## src/rtl/ifu_pc_fetch.sv

```systemverilog
`default_nettype none
// ============================================================================
// Module      : ifu_pc_fetch
// Description : Instruction-fetch front end. Holds the fetch PC, issues one
//               outstanding request at a time to instruction memory, captures
//               the returned word into a single-entry instruction register and
//               redirects (with wrong-path squash) on a taken jump.
// Revision    : 1.0 - initial release
// ============================================================================
module ifu_pc_fetch #(
  parameter logic [31:0] RESET_PC = 32'h0000_0000,
  parameter logic [31:0] NOP_INSN = 32'h0000_0013
) (
  input  logic        i_clk,
  input  logic        i_rst,
  // Redirect from the execute-stage branch/jump resolver
  input  logic        i_jump_en,
  input  logic [31:0] i_jump_addr,
  // Request channel to instruction memory
  output logic        o_fetch_req_valid,
  input  logic        i_fetch_req_ready,
  output logic [31:0] o_fetch_addr,
  // Response channel from instruction memory
  input  logic        i_fetch_rsp_valid,
  input  logic [31:0] i_fetch_rsp_data,
  // Instruction register towards decode
  output logic        o_ir_valid,
  output logic [31:0] o_ir,
  output logic [31:0] o_ir_pc,
  input  logic        i_ir_ready,
  // Squash pulse for younger in-flight instructions
  output logic        o_flush
);

  // REQ : request presented to memory
  // WAIT: one response outstanding
  // HOLD: IR full, waiting for decode to take it
  typedef enum logic [1:0] {
    ST_REQ  = 2'd0,
    ST_WAIT = 2'd1,
    ST_HOLD = 2'd2
  } state_t;

  state_t      r_state;
  state_t      w_state_nxt;
  logic [31:0] r_pc;
  logic [31:0] w_pc_nxt;
  logic        r_drop;
  logic        w_drop_nxt;
  logic        r_out_of_reset;
  logic        r_ir_valid;
  logic        w_ir_valid_nxt;
  logic [31:0] r_ir;
  logic [31:0] w_ir_nxt;
  logic [31:0] r_ir_pc;
  logic [31:0] w_ir_pc_nxt;
  logic        r_flush;
  logic        w_flush_nxt;

  logic        w_req_valid;
  logic        w_req_fire;
  logic [31:0] w_jump_pc;
  logic [31:0] w_pc_inc;
  logic        w_unused_jump_lsb;

  // The request is held off for one cycle after reset release so that the
  // first request never coincides with the reset-release edge.
  assign w_req_valid = r_out_of_reset && (r_state == ST_REQ);
  assign w_req_fire  = w_req_valid && i_fetch_req_ready;

  // Targets are forced to word alignment; the low address bits are ignored.
  assign w_jump_pc         = {i_jump_addr[31:2], 2'b00};
  assign w_unused_jump_lsb = |i_jump_addr[1:0];

  // Sequential increment; 32'hFFFF_FFFC naturally wraps to zero.
  assign w_pc_inc = r_pc + 32'd4;

  assign o_fetch_req_valid = w_req_valid;
  assign o_fetch_addr      = r_pc;
  assign o_ir_valid        = r_ir_valid;
  assign o_ir              = r_ir;
  assign o_ir_pc           = r_ir_pc;
  assign o_flush           = r_flush;

  // Marks the first cycle after reset release and stays set afterwards.
  always_ff @(posedge i_clk or posedge i_rst) begin
    if (i_rst) begin
      r_out_of_reset <= 1'b0;
    end else begin
      r_out_of_reset <= 1'b1;
    end
  end

  // State, PC, drop flag, IR and flush registers.
  always_ff @(posedge i_clk or posedge i_rst) begin
    if (i_rst) begin
      r_state    <= ST_REQ;
      r_pc       <= RESET_PC;
      r_drop     <= 1'b0;
      r_ir_valid <= 1'b0;
      r_ir       <= NOP_INSN;
      r_ir_pc    <= RESET_PC;
      r_flush    <= 1'b0;
    end else begin
      r_state    <= w_state_nxt;
      r_pc       <= w_pc_nxt;
      r_drop     <= w_drop_nxt;
      r_ir_valid <= w_ir_valid_nxt;
      r_ir       <= w_ir_nxt;
      r_ir_pc    <= w_ir_pc_nxt;
      r_flush    <= w_flush_nxt;
    end
  end

  // Next-state logic; a redirect takes precedence over all normal progress.
  always_comb begin
    w_state_nxt    = r_state;
    w_pc_nxt       = r_pc;
    w_drop_nxt     = r_drop;
    w_ir_valid_nxt = r_ir_valid;
    w_ir_nxt       = r_ir;
    w_ir_pc_nxt    = r_ir_pc;
    w_flush_nxt    = 1'b0;

    if (i_jump_en) begin
      // Redirect: move the PC, kill the IR and flag downstream to squash.
      w_pc_nxt       = w_jump_pc;
      w_ir_valid_nxt = 1'b0;
      w_ir_nxt       = NOP_INSN;
      w_flush_nxt    = 1'b1;
      case (r_state)
        ST_REQ: begin
          if (w_req_fire) begin
            // Old-address request was accepted anyway; its data must die.
            w_state_nxt = ST_WAIT;
            w_drop_nxt  = 1'b1;
          end else begin
            w_state_nxt = ST_REQ;
          end
        end
        ST_WAIT: begin
          if (i_fetch_rsp_valid) begin
            // Wrong-path data arrives right now: discard it and refetch.
            w_state_nxt = ST_REQ;
            w_drop_nxt  = 1'b0;
          end else begin
            w_state_nxt = ST_WAIT;
            w_drop_nxt  = 1'b1;
          end
        end
        ST_HOLD: begin
          // A same-cycle consume is overridden: the IR is killed.
          w_state_nxt = ST_REQ;
        end
        default: begin
          w_state_nxt = ST_REQ;
          w_drop_nxt  = 1'b0;
        end
      endcase
    end else begin
      case (r_state)
        ST_REQ: begin
          if (w_req_fire) begin
            w_state_nxt = ST_WAIT;
          end
        end
        ST_WAIT: begin
          if (i_fetch_rsp_valid) begin
            if (r_drop) begin
              // Response to a squashed request: swallow it.
              w_drop_nxt  = 1'b0;
              w_state_nxt = ST_REQ;
            end else begin
              w_ir_nxt       = i_fetch_rsp_data;
              w_ir_pc_nxt    = r_pc;
              w_ir_valid_nxt = 1'b1;
              w_pc_nxt       = w_pc_inc;
              w_state_nxt    = ST_HOLD;
            end
          end
        end
        ST_HOLD: begin
          if (i_ir_ready) begin
            w_ir_valid_nxt = 1'b0;
            w_ir_nxt       = NOP_INSN;
            w_state_nxt    = ST_REQ;
          end
        end
        default: begin
          w_state_nxt = ST_REQ;
          w_drop_nxt  = 1'b0;
        end
      endcase
    end
  end

endmodule
`default_nettype wire

```

## config.mk

```make
export PLATFORM = sky130hd
export DESIGN_NAME = ifu_pc_fetch
export DESIGN_NICKNAME = d
export VERILOG_FILES = /design/src/rtl/ifu_pc_fetch.sv
export SDC_FILE = /design/constraint.sdc
export NUM_CORES = 1
export LEC_CHECK = 0
export BUFFER_PORTS_ARGS = -buffer_cell sky130_fd_sc_hd__buf_4
export CORE_ASPECT_RATIO = 0.7
export CORE_MARGIN = 2
export CORE_UTILIZATION = 40
export DETAILED_ROUTE_END_ITERATION = 10
export MAX_ROUTING_LAYER = met4
export PLACE_DENSITY = 0.68
export SLEW_MARGIN = 20
export SYNTH_ARGS = -nofsm -noshare
export SYNTH_HDL_FRONTEND = slang
export SYNTH_SLANG_ARGS = --single-unit
```

## constraint.sdc

```tcl
create_clock -name i_clk -period 3.92 [get_ports i_clk]
set_input_delay 0.98 -clock i_clk [delete_from_list [all_inputs] [get_ports i_clk]]
set_output_delay 0.98 -clock i_clk [all_outputs]
set_load 0.005 [all_outputs]
```

; ---- Word level (Yosys, flattened, before mapping)
; Cells that the tools add are included.
[word_totals]
reg_bits = 102
output_inout_bits = 99
wordCells = 63
[classes]
n_addsub = 1
n_eq_ne = 10
n_mux = 30
bitwise = 2
n_reduce_logical = 12
[op_table]
columns = op, count
row1 = $mux 32, 8
row2 = $pmux 32 s2, 1
row3 = $add 32x3->32 const B, 1
row4 = $ne 3x3->1 const B, 5
row5 = $reduce_and 4->1, 3
row6 = $mux 1, 11
row7 = $mux 2, 5
row8 = $pmux 2 s3, 1
row9 = $reduce_and 3->1, 2
row10 = $ne 2x2->1 const B, 2
row11 = $pmux 1 s2, 2
row12 = $pmux 2 s2, 1
row13 = $reduce_bool 2->1, 2
row14 = $pmux 1 s3, 1
row15 = $reduce_bool 3->1, 1
row16 = $eq 2x1->1 const B, 1
row17 = $eq 2x2->1 const B, 1
row18 = $logic_and 1x1->1, 2
row19 = $logic_not 2->1, 1
row20 = $ne 2x1->1 const B, 1
row21 = $not 1->1, 2
row22 = $reduce_or 2->1, 1

; ---- Longest topological paths before layout
; Gate-level depths: netlist (run 1).
[logic_depth]
word_depth = 6
depth_mapped = 7

; ---- Least setup slack after synthesis (run 1)
; OpenSTA, ideal clock, no wires.
[synth_path]
kind = input-to-reg
start = in i_fetch_rsp_valid
end = reg r_pc[28], in the netlist o_fetch_addr[28]
setup_time_ns = 0.082
arrival_time_ns = 2.164
required_ns = 3.838
path_slack_ns = 1.674
cell_stages = 5
n_path_buf = 1
cell_sequence = and4bb_1 -> buf_2 -> nand4_1 -> or4_1 -> a31oi_1
[synth_between]
elab_chain_cells = 2
[synth_rtl]
columns = item, line_no
row1 = "start, declared", 24  ; input logic i_fetch_rsp_valid,
row2 = $reduce_bool 2->1 (no source line), n/a
row3 = $reduce_and 3->1 (no source line), n/a
row4 = "end signal, assigned", 106  ; r_pc <= w_pc_nxt;
row5 = "end, declared", 46  ; logic [31:0] r_pc;
; No other way between the ends.
; A chain may end at the register's enable or synchronous reset.

; ---- Final worst setup path (run 1)
[layout_path]
start = in i_jump_en
end = reg r_ir_pc[9], in the netlist o_ir_pc[9]
[layout_between]
elab_chain_cells = 2
[layout_rtl]
columns = item, line_no
row1 = "start, declared", 17  ; input logic i_jump_en,
row2 = $not 1->1 (no source line), n/a
row3 = $reduce_and 4->1 (no source line), n/a
row4 = "end signal, assigned", 110  ; r_ir_pc <= w_ir_pc_nxt;
row5 = "end, declared", 55  ; logic [31:0] r_ir_pc;
; No other way between the ends.

==> results of run 1 <==
worst paths after layout:
kind | from | to | slack (ns) | cells past startpoint
max in group asynchronous | i_rst | o_ir[1]$_DFFE_PP1P_ | 2.30 | 3
worst min-delay path | o_ir_valid$_DFFE_PP0P_ | o_ir_valid$_DFFE_PP0P_ | 0.50 | 2
worst max-delay path | i_jump_en | o_ir_pc[9]$_DFFE_PP0P_ | 1.29 | 4
min in group asynchronous | i_rst | o_ir_pc[29]$_DFFE_PP0P_ | 0.79 | 2
worst max register to register | o_fetch_addr[4]$_DFFE_PP0P_ | o_fetch_addr[27]$_DFFE_PP0P_ | 1.74 | 4
worst min register to register | o_ir_valid$_DFFE_PP0P_ | o_ir_valid$_DFFE_PP0P_ | 0.50 | 2
power groups by stage:
stage          clock network [W]  registers [W]  logic [W]
2_1_floorplan                  0        0.00137   0.000273
3_3_place_gp                   0        0.00136   0.000697
3_5_place_dp                   0        0.00137   0.000709
4_1_cts                 0.000918        0.00136   0.000710
5_1_grt                 0.000965        0.00139   0.000760
6_report                0.000897        0.00136   0.000699
cell families after synthesis:
family,count (synthesis),share of synthesized area (%)
compound gates,86,14.6
buf+inv,32,3.65
other cells,2,0.174
xor+xnor,10,2.03
mux,31,8.06
fa+ha+maj,1,0.290
simple gates,107,14.3
flops,98,56.9
registers in the layout, indices dropped and copies added (netlist names):
name            count
o_ir_valid          1
r_drop              1
r_out_of_reset      1
o_flush             1
o_ir               32
o_ir_pc            30
r_state             2
o_fetch_addr       30
final cells by class:
type / count / area [µm²]
clock buffer: 10 / 239
clock inverter: 6 / 66.3
multi-input combinational: 240 / 1720
tap: 132 / 165
inverter: 3 / 13.8
sequential: 98 / 2460
timing repair buffer: 167 / 1250
fill: 891 / 4520
metrics by stage:
step           hold slack [ns]  setup WS, ns  cells  power, W
2_1_floorplan            0.471         0.383    370   0.00164
3_3_place_gp             0.468         0.975    640   0.00206
3_5_place_dp             0.484         0.919    640   0.00208
4_1_cts                  0.503          1.29    656   0.00299
5_1_grt                  0.522          1.13    656   0.00312
6_report                 0.498          1.29    656   0.00296
cell usage in the layout, fill, tap and decap left out, types with 4 or more instances in the layout:
cell type and instances:
nand2_1 21, xor2_1 8, a22o_1 29, buf_4 167, or4_1 13, a31oi_1 16
conb_1 5, clkbuf_16 9, o31ai_1 13, and3_1 5, o21ai_0 16, or3_1 4
mux2_2 30, nand4_1 9, nor2_1 18, dfrtp_1 95, and4_1 5, nand3_1 12
worst min-delay path, delay by kind of cell (launching register included):
kind	cells	cell delay [ns]
flip-flops	1	0.35
AND/OR/NAND/NOR	2	0.12
metal layers:
layer	wire (µm)	GRT usage, %	vias up
met3	769	5.15	17
met1	5390	29.8	1701
li1	-	-	1669
met5	0	-	-
met4	143	5.59	0
met2	4820	27.7	130
==> out/metrics.csv, run 1 <==
metric;value;unit
switching_part_of_the_total;26.4;%
outcome;completed;
critical_path_buf_inv_count;2;
layout_worst_path_cycle_share;67.1;%
row_count;31;
dp.final_hpwl;7860;µm
worst_hold_path_type;reg2reg;
cp_max_fo;36;
cap_violations;0;
synthDominantCellAreaShare;55.1;%
die_width;128;µm
drc;0;
die_height;90.9;µm
grt_setup_unrepaired;no;
net-switching-power;0.000780;W
clock_latency;0.34;ns
power.sequential.fraction;46.0;%
critical_path_class;in2reg;
initial_utilization;41.4;%
grt.overflow.total;0;
final_core_utilization;56.7;%
drt_pass1_iterations;4;
postSynth.topFlopCell;dfrtp_1;
relative_contribution_of_combinational_cells_to_total_power;23.6;%
design.final.nets;590;
final_standard_cell_area_without_fillers;5920;µm²
clock_tree_from_tritoncts;yes;
tns;0;ns
post_synthesis_sequential_element_count;98;
syn-cell-area;4320;µm²
syn_inst;367;
grt_first_pass_wirelength;18100;µm
synth_area_leaders;dfrtp_1, mux2_2, a22o_1, a31oi_1, o31ai_1;
area_delta_synth_final;37.1;%
critPathMaxStageDelay;0.67;ns
synth_edf_count;0;
grt_pass1_vias;3439;
detail_route.iter0.violations;233;
yosys.area.top_type;dfrtp_1;
worst_pin_slew;0.869;ns
gp_congestion;0.775;
leakage;2.76;nW
num_io_pins;169;
postCtsSetupRepairBufs;0;
power-per-cell-area;500;nW/µm²
internal_power;0.00218;W
path_clk_slew;0.06;ns
grt_util_all_layers;20.3;%
worst_setup_path_end_kind;register;
cts_hold_buffers;0;
die_area;11600;µm²
synth.top_cells.by_count;dfrtp_1, mux2_2, a22o_1;
slew_headroom;41.8;%
antenna_cells_inserted;0;
power.clock.fraction;30.4;%
critical-path-top-delay-family;buffers and inverters;
critical_path.cell_chain;buf_4 > inv_2 > nand2_2 > mux2_2;
final_hold_viol_count;0;
numCtsBuffers;9;
number_of_nets_still_failing_antenna_checks_after_routing;0;
place_area;5610;µm²
yosysWarningCount;0;
clock_sink_count;98;
synth_seq_area_share;56.9;%
post_drt_wl_per_cell;17.0;µm
finalWirelength;11100;µm
setup.worst_path.start_class;input port;
cts.htree.levels;3;
async_flop_share;100;%
worst-endpoint-arrival;2.86;ns
drt-vias-per-instance;5.36;
synthesis.area_per_instance;11.8;µm²
finalWorstPathRequiredPeriod;2.63;ns
synth_most_common_cell;dfrtp_1;
antenna_found_initial;0;
fmax;0.380;GHz
timing.final.setup_violations;0;
final.setup_skew;0.00818;ns
cts_resized;0;
grt_max_degree;63;
coreArea;10400;µm²
layout-drive-gt1-share;42.9;%
cts-root-to-sink-buffers;2;
pins_over_their_slew_limit;0;
crit_slowest_cell;nand2_2;
critical_path_required;4.14;ns
clock-root-buffer;clkbuf_16;
worst_ir_drop_vdd;0.278;mV
vias;3517;
synth.lib_cells_used.distinct;45;
io_buffer_count;162;
Note: power is estimated with default switching activity, not from simulation.
==> inputs of run 2 (changes only) <==
--- a/config.mk
+++ b/config.mk
@@ -11,7 +11,7 @@
 export CORE_UTILIZATION = 40
 export DETAILED_ROUTE_END_ITERATION = 10
 export MAX_ROUTING_LAYER = met4
-export PLACE_DENSITY = 0.68
+export PLACE_DENSITY = 0.7
 export SLEW_MARGIN = 20
 export SYNTH_ARGS = -nofsm -noshare
 export SYNTH_HDL_FRONTEND = slang
==> constraint.sdc (replaced) <==
create_clock -name i_clk -period 2.4 [get_ports i_clk]
set_input_delay 0.6 -clock i_clk [delete_from_list [all_inputs] [get_ports i_clk]]
set_output_delay 0.6 -clock i_clk [all_outputs]
set_load 0.005 [all_outputs]
==> run 2 against run 1 <==
Critical path depth grew 1. Clock power is 65% higher. Via count up 1.6%. Wire length is 2.2% higher. Global-route usage shrank 0.14 points. Combinational power up 66%. Cell count increased by 0.76%. Sequential share of layout area shrank 0.45 points. Critical endpoint is now o_fetch_addr[16]$_DFFE_PP0P_.
==> out/metrics.csv, run 2 (same netlist as run 1, synthesis figures left out) <==
metric;value;unit;change
numCtsBuffers;9;;unchanged
fmax;0.486;GHz;
antenna_cells_inserted;0;;unchanged
rr_endpoint;o_fetch_addr[16]$_DFFE_PP0P_;;was o_fetch_addr[27]$_DFFE_PP0P_
grt_first_pass_wirelength;17900;µm;was 18100 µm
cp-startpoint;r_state[1]$_DFFE_PP0P_;;was i_jump_en
worst_setup_path_end_kind;register;;unchanged
postCtsSetupRepairBufs;0;;unchanged
grt_max_degree;37;;was 63
critical_path_class;reg2reg;;was in2reg
gp_congestion;0.800;;was 0.775
grt_util_all_layers;20.1;%;was 20.3%
cp_max_fo;15;;was 36
path_clk_slew;0.07;ns;was 0.06 ns
die_width;128;µm;unchanged
outcome;completed;;unchanged
critical_path_required;2.67;ns;was 4.14 ns
worstRegToRegCells;5;;was 4
pins_over_their_slew_limit;0;;unchanged
dp.final_hpwl;8180;µm;was 7860 µm
slew_headroom;50.7;%;was 41.8%
initial_utilization;41.4;%;unchanged
finalWorstSetupSlack;0.343;ns;was 1.29 ns
power-per-cell-area;813;nW/µm²;was 500 nW/µm²
antenna_found_initial;0;;unchanged
timing.final.setup_violations;0;;unchanged
power.sequential.fraction;45.7;%;was 46.0%
layout.cells.most_common;buf_4;;unchanged
vias;3572;;was 3517
tns;0;ns;unchanged
largest_register_ffs;32;;unchanged
area_delta_synth_final;38.6;%;was 37.1%
internal_power;0.00359;W;was 0.00218 W
cts-root-to-sink-buffers;2;;unchanged
row_count;31;;unchanged
worst_r2r_startpoint;r_state[1]$_DFFE_PP0P_;;was o_fetch_addr[4]$_DFFE_PP0P_
detail_route.iter0.violations;265;;was 233
final_hold_viol_count;0;;unchanged
worst-endpoint-arrival;2.33;ns;was 2.86 ns
drc;0;;unchanged
coreArea;10400;µm²;unchanged
net-switching-power;0.00127;W;was 0.000780 W
cts.htree.levels;3;;unchanged
relative_contribution_of_combinational_cells_to_total_power;23.9;%;was 23.6%
worst_hold_path_type;in2async;;was reg2reg
final_standard_cell_area_without_fillers;5980;µm²;was 5920 µm²
num_io_pins;169;;unchanged
worst_ir_drop_vdd;0.481;mV;was 0.278 mV
place_area;5680;µm²;was 5610 µm²
clock_latency;0.35;ns;was 0.34 ns
final.setup_skew;0.00681;ns;was 0.00818 ns
mostFrequentLayoutCells;buf_4, dfrtp_1, mux2_2;;unchanged
detailedPlace.worstSlack;0.175;ns;was 0.919 ns
grt_pass1_vias;3427;;was 3439
clock_sink_count;98;;unchanged
final_core_utilization;57.3;%;was 56.7%
power.clock.fraction;30.4;%;about the same
drt-vias-per-instance;5.40;;was 5.36
clock-root-buffer;clkbuf_16;;unchanged
grt.overflow.total;0;;unchanged
layout-drive-gt1-share;43.3;%;was 42.9%
die_area;11600;µm²;unchanged
drt_pass1_iterations;4;;unchanged
worst_pin_slew;0.738;ns;was 0.869 ns
switching_part_of_the_total;26.1;%;was 26.4%
cts_hold_buffers;0;;unchanged
number_of_nets_still_failing_antenna_checks_after_routing;0;;unchanged
hold_slack;0.373;ns;was 0.498 ns
rrSetupSlack;0.34;ns;was 1.74 ns
leakage;2.79;nW;was 2.76 nW
die_height;90.9;µm;unchanged
cts_resized;0;;unchanged
setup.worst_path.start_class;register;;was input port
clock_tree_from_tritoncts;yes;;unchanged
io_buffer_count;162;;unchanged
design.final.nets;595;;was 590
finalWirelength;11400;µm;was 11100 µm
finalWorstPathRequiredPeriod;2.06;ns;
grt_setup_unrepaired;no;;unchanged
cap_violations;0;;unchanged
endpoint_of_the_worst_setup_timing_path;o_fetch_addr[16]$_DFFE_PP0P_;;was o_ir_pc[9]$_DFFE_PP0P_
post_drt_wl_per_cell;17.2;µm;was 17.0 µm
layout_worst_path_cycle_share;85.7;%;
==> run 2: cell count changes in the layout (fill, tap and decap cells not counted), sizes merged <==
cell	previous run	this run
buf	167	172
clkbuf	10	12
clkinv	2	1
inv	3	2
==> run 2: power by group through the flow <==
stage	Clock [W]	Combinational, W	Sequential [W]
4_1_cts	0.00151	0.00118	0.00222
2_1_floorplan	0	0.000447	0.00224
5_1_grt	0.00158	0.00126	0.00227
6_report	0.00148	0.00116	0.00222
3_3_place_gp	0	0.00115	0.00223
3_5_place_dp	0	0.00118	0.00225
==> run 2: layout make-up <==
cell class / instances / area, µm²
fill: 947 / 4450
sequential: 98 / 2460
multi-input combinational: 240 / 1720
timing repair buffer: 172 / 1320
clock buffer: 12 / 256
tap: 132 / 165
clock inverter: 4 / 50.0
inverter: 3 / 15.0
==> run 2: critical path, stage by stage (launching register included) <==
cell and delay (ns):
dfrtp_1 0.44, and4bb_1 0.44, buf_4 0.29, nand3_1 0.15, or4_1 0.49, a31oi_1 0.16
==> run 2: routing by layer <==
metal	wire length [µm]	share of wire [%]	vias to the layer above	track usage, %
li1	-	-	1678	-
met1	5460	48	1771	28.2
met2	5180	46	112	29.2
met3	559	4.9	11	4.86
met4	163	1.4	0	5.59
met5	0	0	-	-
==> run 2: worst min-delay path by stage <==
stage | endpoint | slack, ns | from
2_1_floorplan | o_ir_valid$_DFFE_PP0P_ | 0.47 | o_ir_valid$_DFFE_PP0P_
3_3_place_gp | o_ir_valid$_DFFE_PP0P_ | 0.46 | o_ir_valid$_DFFE_PP0P_
3_5_place_dp | o_ir_pc[18]$_DFFE_PP0P_ | 0.48 | o_ir_pc[18]$_DFFE_PP0P_
4_1_cts | o_ir[6]$_DFFE_PP0P_ | 0.40 | i_rst
5_1_grt | o_ir[3]$_DFFE_PP0P_ | 0.42 | i_rst
6_report | o_ir[6]$_DFFE_PP0P_ | 0.37 | i_rst
==> run 2: metrics by stage <==
stage	total power, W	cells
floorplan	0.00269	370
global placement	0.00338	645
detailed placement	0.00343	645
CTS	0.00491	661
global route	0.00511	661
finish	0.00486	661
==> inputs of run 3 (changes only) <==
==> config.mk (replaced) <==
export PLATFORM = sky130hd
export DESIGN_NAME = ifu_pc_fetch
export DESIGN_NICKNAME = d
export VERILOG_FILES = /design/src/rtl/ifu_pc_fetch.sv
export SDC_FILE = /design/constraint.sdc
export NUM_CORES = 1
export LEC_CHECK = 0
export CORE_ASPECT_RATIO = 0.7
export CORE_MARGIN = 2
export CORE_UTILIZATION = 57
export DETAILED_ROUTE_END_ITERATION = 10
export DONT_BUFFER_PORTS = 1
export MAX_ROUTING_LAYER = met4
export PLACE_DENSITY = 0.75
export SLEW_MARGIN = 20
export SYNTH_ARGS = -nofsm -noshare
export SYNTH_HDL_FRONTEND = slang
export SYNTH_SLANG_ARGS = --single-unit
==> run 3 against run 2 <==
Wire length down 16%. Critical path depth shrank 1. Non-clock buffer count decreased by 163. Core utilization increased by 6.1 points. Die area fell by 29%. Power down 16%. Sequential share of layout area up 12 points. Fmax fell by 1.7%. Critical path type unchanged. Largest cell class unchanged. Largest power group unchanged. Highest routed layer unchanged.
==> out/metrics.csv, run 3 (same netlist as run 1, synthesis figures left out) <==
metric;value;unit;change
outcome;completed;;unchanged
drt-vias-per-instance;6.33;;was 5.40
final_standard_cell_area_without_fillers;4650;µm²;was 5980 µm²
power-per-cell-area;884;nW/µm²;was 813 nW/µm²
design.final.nets;432;;was 595
layout-drive-gt1-share;18.0;%;was 43.3%
cts_resized;0;;unchanged
grt_setup_unrepaired;no;;unchanged
layout.cells.most_common;dfrtp_1;;was buf_4
worst-endpoint-arrival;2.38;ns;was 2.33 ns
drt_pass1_iterations;4;;unchanged
clock_latency;0.37;ns;was 0.35 ns
initial_utilization;59.0;%;was 41.4%
clock_sink_count;98;;unchanged
postCtsSetupRepairBufs;0;;unchanged
worst_ir_drop_vdd;0.729;mV;was 0.481 mV
cts.htree.levels;3;;unchanged
numCtsBuffers;9;;unchanged
cts_hold_buffers;0;;unchanged
io_buffer_count;0;;was 162
worst_pin_slew;0.501;ns;was 0.738 ns
pins_over_their_slew_limit;0;;unchanged
clock_tree_from_tritoncts;yes;;unchanged
crit_slowest_cell;or4_1;;unchanged
antenna_found_initial;0;;unchanged
die_height;76.8;µm;was 90.9 µm
slew_headroom;66.6;%;was 50.7%
hold_slack;0.234;ns;was 0.373 ns
timing.final.setup_violations;0;;unchanged
final_hold_viol_count;0;;unchanged
detail_route.iter0.violations;227;;was 265
worst_hold_path_type;in2async;;unchanged
row_count;26;;was 31
finalWorstPathRequiredPeriod;2.09;ns;was 2.06 ns
worstRegToRegCells;4;;was 5
final_core_utilization;63.5;%;was 57.3%
grt_pass1_vias;2949;;was 3427
rr_endpoint;o_fetch_addr[23]$_DFFE_PP0P_;;was o_fetch_addr[16]$_DFFE_PP0P_
post_drt_wl_per_cell;20.6;µm;was 17.2 µm
layout_worst_path_cycle_share;87.2;%;was 85.7%
tns;0;ns;unchanged
worst_setup_path_end_kind;register;;unchanged
dp.final_hpwl;6610;µm;was 8180 µm
grt_max_degree;99;;was 37
critPathMaxStageDelay;0.59;ns;was 0.49 ns
grt.overflow.total;0;;unchanged
finalWirelength;9550;µm;was 11400 µm
antenna_cells_inserted;0;;unchanged
grt_util_all_layers;24.5;%;was 20.1%
area_delta_synth_final;7.65;%;was 38.6%
vias;2936;;was 3572
p_total;0.00411;W;was 0.00486 W
cap_violations;0;;unchanged
critical_path.cell_chain;and2_0 > nand2_1 > or4_1 > a31oi_1;;was and4bb_1 > buf_4 > nand3_1 > or4_1 > a31oi_1
die_area;8290;µm²;was 11600 µm²
cts-root-to-sink-buffers;2;;unchanged
gp_congestion;0.770;;was 0.800
drc;0;;unchanged
grt_first_pass_wirelength;15300;µm;was 17900 µm
coreArea;7320;µm²;was 10400 µm²
leakage;1.96;nW;was 2.79 nW
rrSetupSlack;0.31;ns;was 0.34 ns
cp_max_fo;12;;was 15
fmax;0.478;GHz;was 0.486 GHz
number_of_nets_still_failing_antenna_checks_after_routing;0;;unchanged
setup.worst_path.start_class;register;;unchanged
mostFrequentLayoutCells;dfrtp_1, mux2_2, a22o_1;;was buf_4, dfrtp_1, mux2_2
critical_path_class;reg2reg;;unchanged
worst_r2r_startpoint;o_fetch_addr[2]$_DFFE_PP0P_;;was r_state[1]$_DFFE_PP0P_
num_io_pins;169;;unchanged
critical_path_required;2.69;ns;was 2.67 ns
final.setup_skew;0.00693;ns;was 0.00681 ns
path_clk_slew;0.09;ns;was 0.07 ns
place_area;4390;µm²;was 5680 µm²
largest_register_ffs;32;;unchanged
die_width;108;µm;was 128 µm
clock-root-buffer;clkbuf_8;;was clkbuf_16
## run 3: changes by cell type in the layout (fill, tap and decap cells not counted), sizes merged
cell    before  now
buf        172    9
clkbuf      12   10
bufinv       1    3
## run 3: through the flow
| stage | setup slack, ns | std cells |
|---|---|---|
| after floorplan | 0.534 | 370 |
| after global placement | 0.344 | 448 |
| after detailed placement | 0.295 | 448 |
| after CTS | 0.305 | 464 |
| after global routing | 0.0920 | 464 |
| final | 0.308 | 464 |
## run 3: how the worst max path moves through the flow
stage	start	endpoint	slack, ns	depth (start not counted)
final	o_fetch_addr[2]$_DFFE_PP0P_	o_fetch_addr[23]$_DFFE_PP0P_	0.31	4
after floorplan	i_fetch_rsp_valid	o_fetch_addr[28]$_DFFE_PP0P_	0.53	5
after global placement	i_fetch_rsp_valid	o_fetch_addr[23]$_DFFE_PP0P_	0.34	4
after global routing	o_fetch_addr[2]$_DFFE_PP0P_	o_fetch_addr[25]$_DFFE_PP0P_	0.09	4
after CTS	o_fetch_addr[2]$_DFFE_PP0P_	o_fetch_addr[23]$_DFFE_PP0P_	0.31	4
after detailed placement	i_fetch_rsp_valid	o_fetch_addr[23]$_DFFE_PP0P_	0.29	4
## run 3: layer usage
layer	vias to the layer above	share of wire, %	track usage, %
met5	-	0	-
met4	0	1.3	7.56
met3	13	8.7	9.10
met2	111	45	34.2
met1	1467	45	33.6
li1	1345	-	-
## run 3: layout make-up
class	count	area, µm²
Fill cell	577	2670
Sequential cell	98	2460
Multi-Input combinational cell	240	1720
Clock buffer	10	138
Tap cell	98	123
Clock inverter	6	114
Timing Repair Buffer	9	80.1
Inverter	3	15.0
## run 3: worst max-delay path, delay by kind of cell, from the launching register on
family	cells	cell delay, ns
AND/OR/NAND/NOR	3	1.38
flip-flops	1	0.46
AO/OA/AOI/OAI	1	0.17
## run 3: power by group
group	switching [W]	internal [W]
logic	0.000226	0.000287
registers	0.000317	0.00199
clock network	0.000567	0.000722
